[src/rtl/io_pwr_seq_pkg.sv]
// Shared state encoding, parameter defaults and index-width helper for the IO ring power sequencer.
package io_pwr_seq_pkg;

    localparam int N_SEG_DEF     = 4;
    localparam int SETTLE_W_DEF  = 8;
    localparam int TIMEOUT_W_DEF = 12;

    typedef enum logic [2:0] {
        OFF,
        UP_EN,
        UP_SETTLE,
        UP_PG,
        ON,
        DN_DIS,
        DN_SETTLE,
        FAULT
    } seq_state_e;

    // Keeps a single-segment build from producing a zero-width index.
    function automatic int idx_w(input int n);
        return (n > 1) ? $clog2(n) : 1;
    endfunction

endpackage

[src/rtl/io_pwr_seq_sync.sv]
// N_SEG-wide two-flop synchronizer for the pad-ring power-good flags.
module io_pwr_seq_sync
    import io_pwr_seq_pkg::*;
#(
    parameter int N_SEG = N_SEG_DEF
) (
    input  logic             clk_i,
    input  logic             rst_i,
    input  logic [N_SEG-1:0] d_i,
    output logic [N_SEG-1:0] q_o
);

    logic [N_SEG-1:0] meta_p0;
    logic [N_SEG-1:0] sync_p1;

    always_ff @(posedge clk_i or posedge rst_i) begin
        if (rst_i) begin
            meta_p0 <= '0;
            sync_p1 <= '0;
        end else begin
            meta_p0 <= d_i;
            sync_p1 <= meta_p0;
        end
    end

    assign q_o = sync_p1;

endmodule

[src/rtl/io_rail_pwr_seq.sv]
// IO ring segment power sequencer: ordered enable/disable with settle, pgood timeout and fault collapse.
// Define IO_PWR_SEQ_PGOOD_SYNC_EN to pass seg_pgood_i through a two-flop synchronizer.
module io_rail_pwr_seq
    import io_pwr_seq_pkg::*;
#(
    parameter int  N_SEG     = N_SEG_DEF,
    parameter int  SETTLE_W  = SETTLE_W_DEF,
    parameter int  TIMEOUT_W = TIMEOUT_W_DEF,
    localparam int IDX_W     = idx_w(N_SEG)
) (
    input  logic                 clk_i,
    input  logic                 rst_i,
    input  logic                 pwr_up_req_i,
    input  logic                 pwr_dn_req_i,
    input  logic [SETTLE_W-1:0]  settle_cyc_i,
    input  logic [TIMEOUT_W-1:0] timeout_cyc_i,
    input  logic                 clr_fault_i,
    input  logic [N_SEG-1:0]     seg_pgood_i,
    output logic [N_SEG-1:0]     seg_en_o,
    output logic                 busy_o,
    output logic                 all_on_o,
    output logic                 fault_o,
    output logic [IDX_W-1:0]     fault_seg_o
);

    localparam int               CNT_W = (SETTLE_W > TIMEOUT_W) ? SETTLE_W : TIMEOUT_W;
    localparam logic [IDX_W-1:0] LAST  = IDX_W'(N_SEG - 1);

    seq_state_e        state_q, state_d;
    logic [IDX_W-1:0]  idx_q, idx_d;
    logic [CNT_W-1:0]  cnt_q, cnt_d;
    logic [N_SEG-1:0]  seg_en_q, seg_en_d;
    logic [IDX_W-1:0]  fault_seg_q, fault_seg_d;
    logic              busy_q, all_on_q, fault_q;
    logic              busy_d, all_on_d, fault_d;
    logic [N_SEG-1:0]  pgood;
    logic [IDX_W-1:0]  low_idx;

`ifdef IO_PWR_SEQ_PGOOD_SYNC_EN
    io_pwr_seq_sync #(
        .N_SEG (N_SEG)
    ) u_pgood_sync (
        .clk_i (clk_i),
        .rst_i (rst_i),
        .d_i   (seg_pgood_i),
        .q_o   (pgood)
    );
`else
    assign pgood = seg_pgood_i;
`endif

    // Lowest segment whose power-good is low; used when ON collapses.
    always_comb begin
        low_idx = '0;
        for (int i = N_SEG - 1; i >= 0; i--) begin
            if (!pgood[i]) low_idx = IDX_W'(i);
        end
    end

    always_comb begin
        state_d     = state_q;
        idx_d       = idx_q;
        cnt_d       = cnt_q;
        seg_en_d    = seg_en_q;
        fault_seg_d = fault_seg_q;
        unique case (state_q)
            OFF: begin
                if (pwr_up_req_i) begin
                    state_d = UP_EN;
                    idx_d   = '0;
                end
            end
            UP_EN: begin
                if (pwr_dn_req_i) begin
                    state_d = DN_DIS;
                end else begin
                    seg_en_d[idx_q] = 1'b1;
                    cnt_d           = CNT_W'(settle_cyc_i);
                    state_d         = UP_SETTLE;
                end
            end
            UP_SETTLE: begin
                if (pwr_dn_req_i) begin
                    state_d = DN_DIS;
                end else if (cnt_q == '0) begin
                    cnt_d   = CNT_W'(timeout_cyc_i);
                    state_d = UP_PG;
                end else begin
                    cnt_d = cnt_q - CNT_W'(1);
                end
            end
            UP_PG: begin
                // A timed-out segment faults even if an abort arrives in the same cycle.
                if (!pgood[idx_q] && cnt_q == '0) begin
                    state_d     = FAULT;
                    seg_en_d    = '0;
                    fault_seg_d = idx_q;
                end else if (pwr_dn_req_i) begin
                    state_d = DN_DIS;
                end else if (pgood[idx_q]) begin
                    if (idx_q == LAST) begin
                        state_d = ON;
                    end else begin
                        idx_d   = idx_q + IDX_W'(1);
                        state_d = UP_EN;
                    end
                end else begin
                    cnt_d = cnt_q - CNT_W'(1);
                end
            end
            ON: begin
                if (pgood != '1) begin
                    state_d     = FAULT;
                    seg_en_d    = '0;
                    fault_seg_d = low_idx;
                end else if (pwr_dn_req_i) begin
                    state_d = DN_DIS;
                    idx_d   = LAST;
                end
            end
            DN_DIS: begin
                seg_en_d[idx_q] = 1'b0;
                cnt_d           = CNT_W'(settle_cyc_i);
                state_d         = DN_SETTLE;
            end
            DN_SETTLE: begin
                if (cnt_q != '0) begin
                    cnt_d = cnt_q - CNT_W'(1);
                end else if (idx_q == '0) begin
                    state_d = OFF;
                end else begin
                    idx_d   = idx_q - IDX_W'(1);
                    state_d = DN_DIS;
                end
            end
            FAULT: begin
                if (clr_fault_i) begin
                    state_d     = OFF;
                    fault_seg_d = '0;
                end
            end
            default: state_d = OFF;
        endcase
    end

    // Status flags are decoded from the next state so they register alongside it.
    assign busy_d   = state_d inside {UP_EN, UP_SETTLE, UP_PG, DN_DIS, DN_SETTLE};
    assign all_on_d = (state_d == ON);
    assign fault_d  = (state_d == FAULT);

    always_ff @(posedge clk_i or posedge rst_i) begin
        if (rst_i) begin
            state_q     <= OFF;
            idx_q       <= '0;
            cnt_q       <= '0;
            seg_en_q    <= '0;
            fault_seg_q <= '0;
            busy_q      <= 1'b0;
            all_on_q    <= 1'b0;
            fault_q     <= 1'b0;
        end else begin
            state_q     <= state_d;
            idx_q       <= idx_d;
            cnt_q       <= cnt_d;
            seg_en_q    <= seg_en_d;
            fault_seg_q <= fault_seg_d;
            busy_q      <= busy_d;
            all_on_q    <= all_on_d;
            fault_q     <= fault_d;
        end
    end

    assign seg_en_o    = seg_en_q;
    assign busy_o      = busy_q;
    assign all_on_o    = all_on_q;
    assign fault_o     = fault_q;
    assign fault_seg_o = fault_seg_q;

endmodule

[config.mk]
export PLATFORM = sky130hd
export DESIGN_NAME = io_rail_pwr_seq
export DESIGN_NICKNAME = d
export VERILOG_FILES = /design/src/rtl/io_pwr_seq_pkg.sv /design/src/rtl/io_pwr_seq_sync.sv /design/src/rtl/io_rail_pwr_seq.sv
export SDC_FILE = /design/constraint.sdc
export NUM_CORES = 1
export LEC_CHECK = 0
export BUFFER_PORTS_ARGS = -buffer_cell sky130_fd_sc_hd__buf_4
export CAP_MARGIN = 20
export CORE_ASPECT_RATIO = 1.1
export CORE_MARGIN = 1.5
export CORE_UTILIZATION = 55
export CTS_CLUSTER_DIAMETER = 40
export CTS_CLUSTER_SIZE = 16
export DETAILED_ROUTE_END_ITERATION = 16
export GPL_TIMING_DRIVEN = 0
export MAX_ROUTING_LAYER = met4
export PLACE_DENSITY = 0.82
export RECOVER_POWER = 25
export SYNTH_ARGS = -nofsm -noshare
export SYNTH_HDL_FRONTEND = slang
export SYNTH_HIERARCHICAL = 1
export SYNTH_SLANG_ARGS = --single-unit
[constraint.sdc]
create_clock -name clk_i -period 4 [get_ports clk_i]
set_input_delay 0.8 -clock clk_i [delete_from_list [all_inputs] [get_ports clk_i]]
set_output_delay 0.8 -clock clk_i [all_outputs]
set_load 0.02 [all_outputs]
==> summary.txt, run 1 <==
Layout
  • P&R area growth vs syn: 19.8%
  • NumNets Final: 317
  • Diodes inserted: 0
  • Layout cells sized above 1: 0.213

Worst setup path
  • Crit path required time: around 4.3 ns
  • Critical Path End Type: flip-flop
  • CP arrival: 3.08 ns
  • CP Launch Type: flip-flop
  • Crit Path Class: reg -> reg
  • Crit-path max FO: 6

Clock tree
  • CTS resizes: 0
  • Post-CTS Hold Buffers: 0
  • Longest Clk Path Bufs: 2
  • CTS tree: done
  • TritonCTS buffer count: 3
  • Cell chosen for the clock root: clkbuf_4
  • H-tree depth: 1
  • Post-CTS setup buffers: 0
  • Clk Latency, worst-skew pair: around 0.34 ns
  • Clock sinks: 26
  • Clk slew on worst S/H paths: 0.15 ns

GRT
  • Vias in the first global route: about 2,000
  • GRT Total Usage: 0.297
  • Grt ovf: 0
  • Initial antenna violation count: 0
  • Largest net degree at the start of global routing: 27
  • First-pass GRT wire length: 8.86 mm

Timing
  • Rel. slew slack: 0.204
  • TNS Setup: 0 ns
  • RSZ-0062 raised after global routing: false
  • Fin crit period: 2.82 ns
  • Period utilisation layout: 0.704
  • Fmax: 355 MHz
  • Fin Clk Skew: 0.0110 ns
  • Worst Max-Slew Pin Slew: ~1.2 ns
  • Final Max Slew Viols: 0
  • Final Hold Vio Count: 0
  • Setup Viol. Count Final: 0

Routing
  • DR iter-0 viols: roughly 260
  • Post-route ant nets: 0
  • Vias/cell: 6.38
  • Avg WL per Cell: 16.1 um
  • Vias: 2,131
  • DRC viols: 0
  • Routed wire length: 5.38 mm
  • 1st-pass router iterations: 5

Synth
  • Synth Instances: 244
  • Top post-synthesis cells by area: dfrtp_1 33%, o21ai_0 5.8%, nor2_1 4.2%
  • Number of flops mapped to enable cells by yosys: 0
  • Post-synthesis sequential area ratio: 0.328
  • FF+latch count, synth: 26
  • Syn_nets: 274
  • Mux cell area share after synthesis: 0.0334
  • Synth top area share: 0.328
  • Compound-cell area share of the yosys netlist: 0.296
  • Async S/R FF share, synth: 1.00
  • Dominant synthesized flop cell: dfrtp_1
  • Adder-cell area share of the yosys netlist: 0.00630
  • Cell taking the most area after synthesis: dfrtp_1
  • Simple-gate area share of the yosys netlist: 0.275
  • Synth warn: 6
  • Largest family of logic cells by synthesized area: compound AO/OA/AOI/OAI gates
  • Synth Cell Area: 1990 um2
  • Avg Cell Area, Syn: 8.14 um2
  • XOR/XNOR Fraction of Synth Area: 0
  • Synth unique cells: 56

Placed design
  • # port buffers: 37
  • GPL Wtd Cong: roughly 0.94
  • Hpwl dp: 3.88 mm

Run status
  • Status: complete, no violations

Flow run
  • MaxCap Viol Count: 0

Floorplan
  • FP Rows: 22
  • Die H: 66.0 um
  • Die X: 60.3 um
  • Initial Util: 0.586
  • Die area: 3980 um2
  • Core area: 3390 um2
  • I/O pin count: 38

Power and ir drop
  • Leakage: 1.02 nW
  • Pwr per Cell Area: approximately 780 nW/um2
  • Overall power: 1.85 mW
  • Max rail drop VDD: 0.000331 V

Min path
  • Min-delay worst type: in -> async
kinds of logic after synthesis:
group	after synthesis
fa+ha+maj	1
buf+inv	26
flops	26
compound gates	87
mux	5
simple gates	99
power breakdown:
part           leakage [nW]  internal, mW  total, mW  switching (mW)
registers             0.325         0.370      0.464          0.0941
logic                 0.669         0.476       1.20           0.727
clock network        0.0279         0.101      0.186          0.0844
total                  1.02         0.947       1.85           0.906
Yosys cell counts (all sizes together) (4+ instances only):
library cell and count:
a221oi 6, buf 6, nor4 4, dfrtp 26, nand3 5, nor3b 4, nand2b 9, o21ai 32
nor3 14, a21oi 12, nor2 22, clkbuf 10, inv 9, nand2 15
worst paths after layout:
path                       slack [ns]         from  cells after the start          end
setup / recovery                 1.18     cnt_q[0]                      7     cnt_q[6]
hold / removal                   0.35        rst_i                      2      fault_o
setup reg to reg                 1.18     cnt_q[0]                      7     cnt_q[6]
hold reg to reg                  0.53  seg_en_o[2]                      1  seg_en_o[2]
max in group asynchronous        2.27        rst_i                      3    cnt_q[11]
min in group clk_i               0.53  seg_en_o[2]                      1  seg_en_o[2]
through the flow:
stage          utilization  cell area, um2  instances  worst slack, ns  hold slack (ns)
2_1_floorplan            -            1990        244             1.68            0.485
3_3_place_gp         0.686            2320        329             1.33            0.490
3_5_place_dp         0.686            2320        329             1.31            0.492
4_1_cts              0.702            2380        333             1.26            0.530
5_1_grt              0.703            2380        334             1.00            0.379
6_report             0.703            2380        334             1.18            0.353
state kept, by name, summed over array words and instances (netlist names):
register / cells
fault_seg_o: 2
fault_o: 1
seg_en_o: 4
all_on_o: 1
cnt_q: 12
busy_o: 1
idx_q: 2
state_q: 3
final cells by class:
cell class	count	area (um2)
buffer	17	87.6
clock buffer	3	22.5
clock inverter	1	30.0
fill	293	1010
inverter	9	33.8
multi-input combinational	192	1210
sequential	26	651
tap	48	60.1
timing repair buffer	38	282
cells in the final DEF (no fill, tap or decap), drive strengths merged, types with 3 or more instances in the layout:
cell type	synthesis	final
inv	9	9
or4	3	3
nand2b	9	9
nor2	22	22
nor3	14	14
mux2	3	3
o31ai	3	3
nand3b	3	3
dfrtp	26	26
a221oi	6	6
or3	3	3
o21ai	32	32
a21o	3	3
buf	6	42
and3b	3	3
clkbuf	10	15
or2	3	3
and2	3	3
a21oi	12	12
a22oi	3	3
nor3b	4	4
nand2	15	15
nand3	5	5
nor4	4	4
o22ai	3	3
critical path: stages (launching register included):
cell and delay [ns]:
dfrtp_1 0.44, inv_1 0.09, ha_1 0.19, nor3b_1 0.61, nand3_1 0.35, nor3_1 0.69, a221oi_1 0.20, o21ai_1 0.17
layer usage:
metal | routed length [um] | part of all wire | track usage | vias up
met4 | 84 | 0.016 | 0.0917 | 0
met2 | 2710 | 0.50 | 0.518 | 105
li1 | - | - | - | 1005
met1 | 2260 | 0.42 | 0.358 | 1008
met5 | 0 | 0 | - | -
met3 | 333 | 0.062 | 0.0274 | 13
Power figures use the tool's default switching activity.
==> run 2, diff against run 1 <==
- clock period: 4 -> 2.7 ns (I/O delays scaled with it)
==> summary.txt, run 2 (same netlist as run 1, synthesis figures left out) <==
Run status
  • Status: complete, no violations (unchanged)

Routing
  • 1st-pass router iterations: 5 (unchanged)
  • Vias/cell: 6.47 (was 6.38)
  • Vias: 2,161 (was 2,131)
  • Routed wire length: 5.47 mm (was 5.38 mm)
  • DR iter-0 viols: 245 (was 264)
  • DRC viols: 0 (unchanged)
  • Post-route ant nets: 0 (unchanged)
  • Avg WL per Cell: 16.4 um (was 16.1 um)

Min path
  • Min-delay worst type: in -> async (unchanged)

Timing
  • Final Hold Vio Count: 0 (unchanged)
  • Fin Clk Skew: 0.00784 ns (was 0.0110 ns)
  • Setup Viol. Count Final: 0 (unchanged)
  • Rel. slew slack: 0.208 (was 0.204)
  • Fin crit period: 2.54 ns (was 2.82 ns)
  • RSZ-0062 raised after global routing: false (unchanged)
  • Fmax: 393 MHz (was 355 MHz)
  • Period utilisation layout: 0.942 (was 0.704)
  • Final Max Slew Viols: 0 (unchanged)
  • TNS Setup: 0 ns (unchanged)
  • Worst Max-Slew Pin Slew: 1.19 ns (about the same)

Placed design
  • Hpwl dp: 3.88 mm (unchanged)
  • Number of placed instances, taps included: 329 (unchanged)
  • GPL Wtd Cong: 0.935 (unchanged)
  • # port buffers: 37 (unchanged)

GRT
  • Initial antenna violation count: 0 (unchanged)
  • GRT Total Usage: 0.299 (was 0.297)
  • Largest net degree at the start of global routing: 27 (unchanged)
  • Grt ovf: 0 (unchanged)
  • First-pass GRT wire length: 8.89 mm (was 8.86 mm)
  • Vias in the first global route: 1,993 (was 1,989)

Layout
  • Reg with most FFs: cnt_q (unchanged)
  • Layout Utilization: 0.713 (was 0.703)
  • Commonest cells after routing, fill and taps aside: 36 x buf_4, 26 x dfrtp_1, 23 x o21ai_0 (unchanged)
  • NumNets Final: 317 (unchanged)
  • Layout cells sized above 1: 0.231 (was 0.213)
  • Fill count: 287 (was 293)
  • Largest register FFs: 12 (unchanged)
  • P&R area growth vs syn: 21.6% (was 19.8%)
  • Layout Cells excl Fill: 334 (unchanged)
  • Most common library cell in the layout ignoring fill and taps: buf_4 (unchanged)
  • Diodes inserted: 0 (unchanged)

Clock tree
  • Clk Latency, worst-skew pair: 0.33 ns (was 0.34 ns)
  • H-tree depth: 1 (unchanged)
  • Post-CTS Hold Buffers: 0 (unchanged)
  • Cell chosen for the clock root: clkbuf_4 (unchanged)
  • TritonCTS buffer count: 3 (unchanged)
  • Clk slew on worst S/H paths: 0.15 ns (about the same)
  • Post-CTS setup buffers: 0 (unchanged)
  • Longest Clk Path Bufs: 2 (unchanged)
  • Clock sinks: 26 (unchanged)
  • CTS tree: done (unchanged)

Worst setup path
  • Crit-path max FO: 7 (was 6)
  • Crit Path Class: reg -> reg (unchanged)
  • Crit path required time: 2.97 ns (was 4.27 ns)
  • CP Launch Type: flip-flop (unchanged)
  • Reg2Reg Setup Slack: 0.16 ns (was 1.18 ns)
  • CP arrival: 2.81 ns (was 3.08 ns)
  • Critical Path End Type: flip-flop (unchanged)

Floorplan
  • Die area: 3980 um2 (unchanged)
  • Die H: 66.0 um (unchanged)
  • Initial Util: 0.586 (unchanged)
  • Die X: 60.3 um (unchanged)
  • I/O pin count: 38 (unchanged)
  • FP Rows: 22 (unchanged)
  • Core area: 3390 um2 (unchanged)

Power and ir drop
  • Pwr per Cell Area: 1160 nW/um2 (was 779 nW/um2)
  • Leakage: 1.04 nW (was 1.02 nW)
  • Max rail drop VDD: 0.000496 V (was 0.000331 V)

Flow run
  • MaxCap Viol Count: 0 (unchanged)
run 2: cell counts in the layout (fill, tap and decap cells not counted):
No cell type changed its count.
run 2: worst paths after layout:
kind	startpoint	to	cells after the start
worst max register to register	cnt_q[0]	idx_q[1]	8
worst min-delay path	rst_i	fault_o	2
min in group clk_i	timeout_cyc_i[3]	cnt_q[3]	3
worst max-delay path	cnt_q[0]	idx_q[1]	8
worst min register to register	seg_en_o[2]	seg_en_o[2]	1
max in group asynchronous	rst_i	cnt_q[11]	3
run 2: repair_timing:
action                     4_1_cts  5_1_grt
pin swaps                        0        1
setup endpoints to repair        5       16
gates resized for setup          2        5
run 2: cell type report:
| type | instances | area (um2) | area share |
|---|---|---|---|
| Clock buffer | 3 | 22.5 | 0.00933 |
| Sequential cell | 26 | 651 | 0.269 |
| Inverter | 9 | 33.8 | 0.0140 |
| Tap cell | 48 | 60.1 | 0.0249 |
| Timing Repair Buffer | 38 | 282 | 0.117 |
| Clock inverter | 1 | 30.0 | 0.0124 |
| Multi-Input combinational cell | 192 | 1250 | 0.517 |
| Buffer | 17 | 88.8 | 0.0368 |
run 2: critical path, stage by stage (launching register included):
cell and delay, ns:
dfrtp_1 0.44, inv_1 0.09, ha_1 0.19, or3b_2 0.45
buf_2 0.20, nor3_4 0.35, a32oi_1 0.19, a2111o_1 0.45
a21oi_1 0.12
run 2: layer usage:
layer  track usage  vias to the layer above  share of wire
li1              -                     1013              -
met1         0.358                      994           0.41
met2         0.524                      127           0.49
met3        0.0254                       27          0.071
met4        0.0917                        0          0.026
met5             -                        -              0
run 2: per-stage QoR:
step | instance area (um2) | power, mW | hold slack, ns | setup WS, ns
finish | 2410 | 2.81 | 0.0944 | 0.158
global route | 2410 | 3.04 | 0.119 | 0.0131
CTS | 2390 | 2.74 | 0.461 | 0.0198
detailed placement | 2320 | 2.43 | 0.492 | 0.0116
global placement | 2320 | 2.41 | 0.490 | 0.0280
floorplan | 1990 | 1.99 | 0.485 | 0.377
run 2: where the power goes:
group / switching [mW] / leakage [nW] / total [mW] / internal [mW]
combinational: 1.10 / 0.686 / 1.83 / 0.727
clock: 0.126 / 0.0279 / 0.276 / 0.150
sequential: 0.153 / 0.325 / 0.701 / 0.548
total: 1.38 / 1.04 / 2.81 / 1.42
==> run 3, diff against run 2 <==
==> constraint.sdc (replaced) <==
create_clock -name clk_i -period 2.7 [get_ports clk_i]
set_input_delay 0.135 -clock clk_i [delete_from_list [all_inputs] [get_ports clk_i]]
set_output_delay 0.135 -clock clk_i [all_outputs]
set_load 0.01 [all_outputs]
==> summary.txt, run 3 (same netlist as run 1, synthesis figures left out) <==
Floorplan
  • Die area: 3980 um2 (unchanged)
  • Core area: 3390 um2 (unchanged)
  • FP Rows: 22 (unchanged)
  • Die X: 60.3 um (unchanged)
  • Initial Util: 0.586 (unchanged)
  • Die H: 66.0 um (unchanged)
  • I/O pin count: 38 (unchanged)

Worst setup path
  • Crit-path max FO: 7 (unchanged)
  • Worst r2r src: cnt_q[0] (unchanged)
  • Worst reg-to-reg path cell count: 8 (unchanged)
  • Crit Path Class: reg -> reg (unchanged)
  • CP arrival: 2.82 ns (was 2.81 ns)
  • Critical R2R Capture: idx_q[1] (unchanged)
  • Critical Path End Type: flip-flop (unchanged)
  • CP Launch Type: flip-flop (unchanged)
  • Crit path required time: 2.97 ns (about the same)
  • Reg2Reg Setup Slack: 0.15 ns (was 0.16 ns)

Power and ir drop
  • Leakage: 1.04 nW (about the same)
  • Pwr per Cell Area: 1140 nW/um2 (was 1160 nW/um2)
  • Max rail drop VDD: 0.000493 V (was 0.000496 V)
  • Overall power: 2.78 mW (was 2.81 mW)

Timing
  • Worst Max-Slew Pin Slew: 1.19 ns (about the same)
  • Rel. slew slack: 0.208 (about the same)
  • Period utilisation layout: 0.943 (was 0.942)
  • Final Max Slew Viols: 0 (unchanged)
  • Fin crit period: 2.55 ns (was 2.54 ns)
  • TNS Setup: 0 ns (unchanged)
  • Setup Viol. Count Final: 0 (unchanged)
  • Fmax: 393 MHz (about the same)
  • RSZ-0062 raised after global routing: false (unchanged)
  • Final Hold Vio Count: 0 (unchanged)
  • Fin Clk Skew: 0.0103 ns (was 0.00784 ns)

Routing
  • Post-route ant nets: 0 (unchanged)
  • Met2 routed WL: 2.70 mm (was 2.69 mm)
  • WL met1: 2.18 mm (was 2.25 mm)
  • DR iter-0 viols: 252 (was 245)
  • DRC viols: 0 (unchanged)
  • Routed wire length: 5.47 mm (about the same)
  • Avg WL per Cell: 16.3 um (was 16.4 um)
  • Vias/cell: 6.41 (was 6.47)
  • 1st-pass router iterations: 7 (was 5)
  • Max Used Layer: met4 (unchanged)
  • Vias: 2,149 (was 2,161)
  • Routed wl met3: 443 um (was 389 um)

Clock tree
  • Cell chosen for the clock root: clkbuf_4 (unchanged)
  • Longest Clk Path Bufs: 2 (unchanged)
  • CTS tree: done (unchanged)
  • Post-CTS setup buffers: 0 (unchanged)
  • Clk slew on worst S/H paths: 0.16 ns (was 0.15 ns)
  • TritonCTS buffer count: 3 (unchanged)
  • Clock sinks: 26 (unchanged)
  • Clk Latency, worst-skew pair: 0.34 ns (was 0.33 ns)
  • H-tree depth: 1 (unchanged)

GRT
  • GRT Total Usage: 0.299 (unchanged)
  • Vias in the first global route: 1,993 (unchanged)
  • Initial antenna violation count: 0 (unchanged)
  • Grt ovf: 0 (unchanged)
  • Largest net degree at the start of global routing: 27 (unchanged)
  • First-pass GRT wire length: 8.89 mm (unchanged)

Layout
  • Most common library cell in the layout ignoring fill and taps: buf_4 (unchanged)
  • Commonest cells after routing, fill and taps aside: 36 x buf_4, 26 x dfrtp_1, 23 x o21ai_0 (unchanged)
  • Reg with most FFs: cnt_q (unchanged)
  • Layout cells sized above 1: 0.230 (was 0.231)
  • Largest register FFs: 12 (unchanged)
  • Layout Utilization: 0.716 (was 0.713)
  • Fin area: 2420 um2 (was 2410 um2)
  • Diodes inserted: 0 (unchanged)
  • NumNets Final: 318 (was 317)
  • P&R area growth vs syn: 22.1% (was 21.6%)

Placed design
  • # port buffers: 37 (unchanged)
  • Hpwl dp: 3.88 mm (unchanged)
  • GPL Wtd Cong: 0.935 (unchanged)
  • Placed Area: 2320 um2 (unchanged)

Min path
  • Hold path endpoint: cnt_q[3]
  • Min-delay worst type: in -> reg (was in -> async)
  • HP Start: timeout_cyc_i[3]
  • WHS Path Cells: 3

Flow run
  • MaxCap Viol Count: 0 (unchanged)

Run status
  • Status: complete, no violations (unchanged)
[run 3: cell count changes in the layout (fill, tap and decap cells not counted), sizes merged]
cell and change:
dlygate4sd3 +1
[run 3: what timing repair did]
action	CTS	global route
setup endpoints to repair	5	16
pin swaps	0	1
gates resized for setup	2	5
endpoints found under the hold margin	0	6
hold buffers	0	1
[run 3: layout make-up]
cell class | instances | area [um2]
Clock inverter | 1 | 30.0
Buffer | 17 | 88.8
Fill cell | 286 | 961
Tap cell | 48 | 60.1
Sequential cell | 26 | 651
Multi-Input combinational cell | 192 | 1250
Inverter | 9 | 33.8
Timing Repair Buffer | 39 | 292
Clock buffer | 3 | 22.5
[run 3: worst max path at each step]
stage / endpoint / slack (ns) / startpoint
finish: idx_q[1] / 0.15 / cnt_q[0]
global route: idx_q[1] / 0.01 / cnt_q[0]
CTS: cnt_q[10] / 0.02 / cnt_q[0]
detailed placement: cnt_q[6] / 0.01 / cnt_q[0]
global placement: cnt_q[6] / 0.03 / cnt_q[0]
floorplan: cnt_q[3] / 0.38 / cnt_q[0]
[run 3: layer usage]
| layer | track usage | vias to the layer above |
|---|---|---|
| met5 | - | - |
| met4 | 0.0917 | 0 |
| met3 | 0.0254 | 22 |
| met2 | 0.524 | 132 |
| met1 | 0.358 | 983 |
| li1 | - | 1012 |
[run 3: where the power goes]
part           internal (mW)  switching [mW]
combinational          0.726            1.07
clock                  0.150           0.128
sequential             0.548           0.153
[run 3: critical path: stages, from the launching register on]
cell      delay, ns
dfrtp_1        0.44
inv_1          0.09
ha_1           0.19
or3b_2         0.45
buf_2          0.20
nor3_4         0.35
a32oi_1        0.19
a2111o_1       0.44
a21oi_1        0.12
[run 3: metrics by stage]
step                      hold slack [ns]  instances  worst slack, ns
after floorplan                     0.175        244            0.377
after global placement              0.423        329           0.0280
after detailed placement            0.426        329           0.0116
after CTS                          0.0560        333           0.0198
after global routing               0.0813        335           0.0131
final                              0.0679        335            0.153
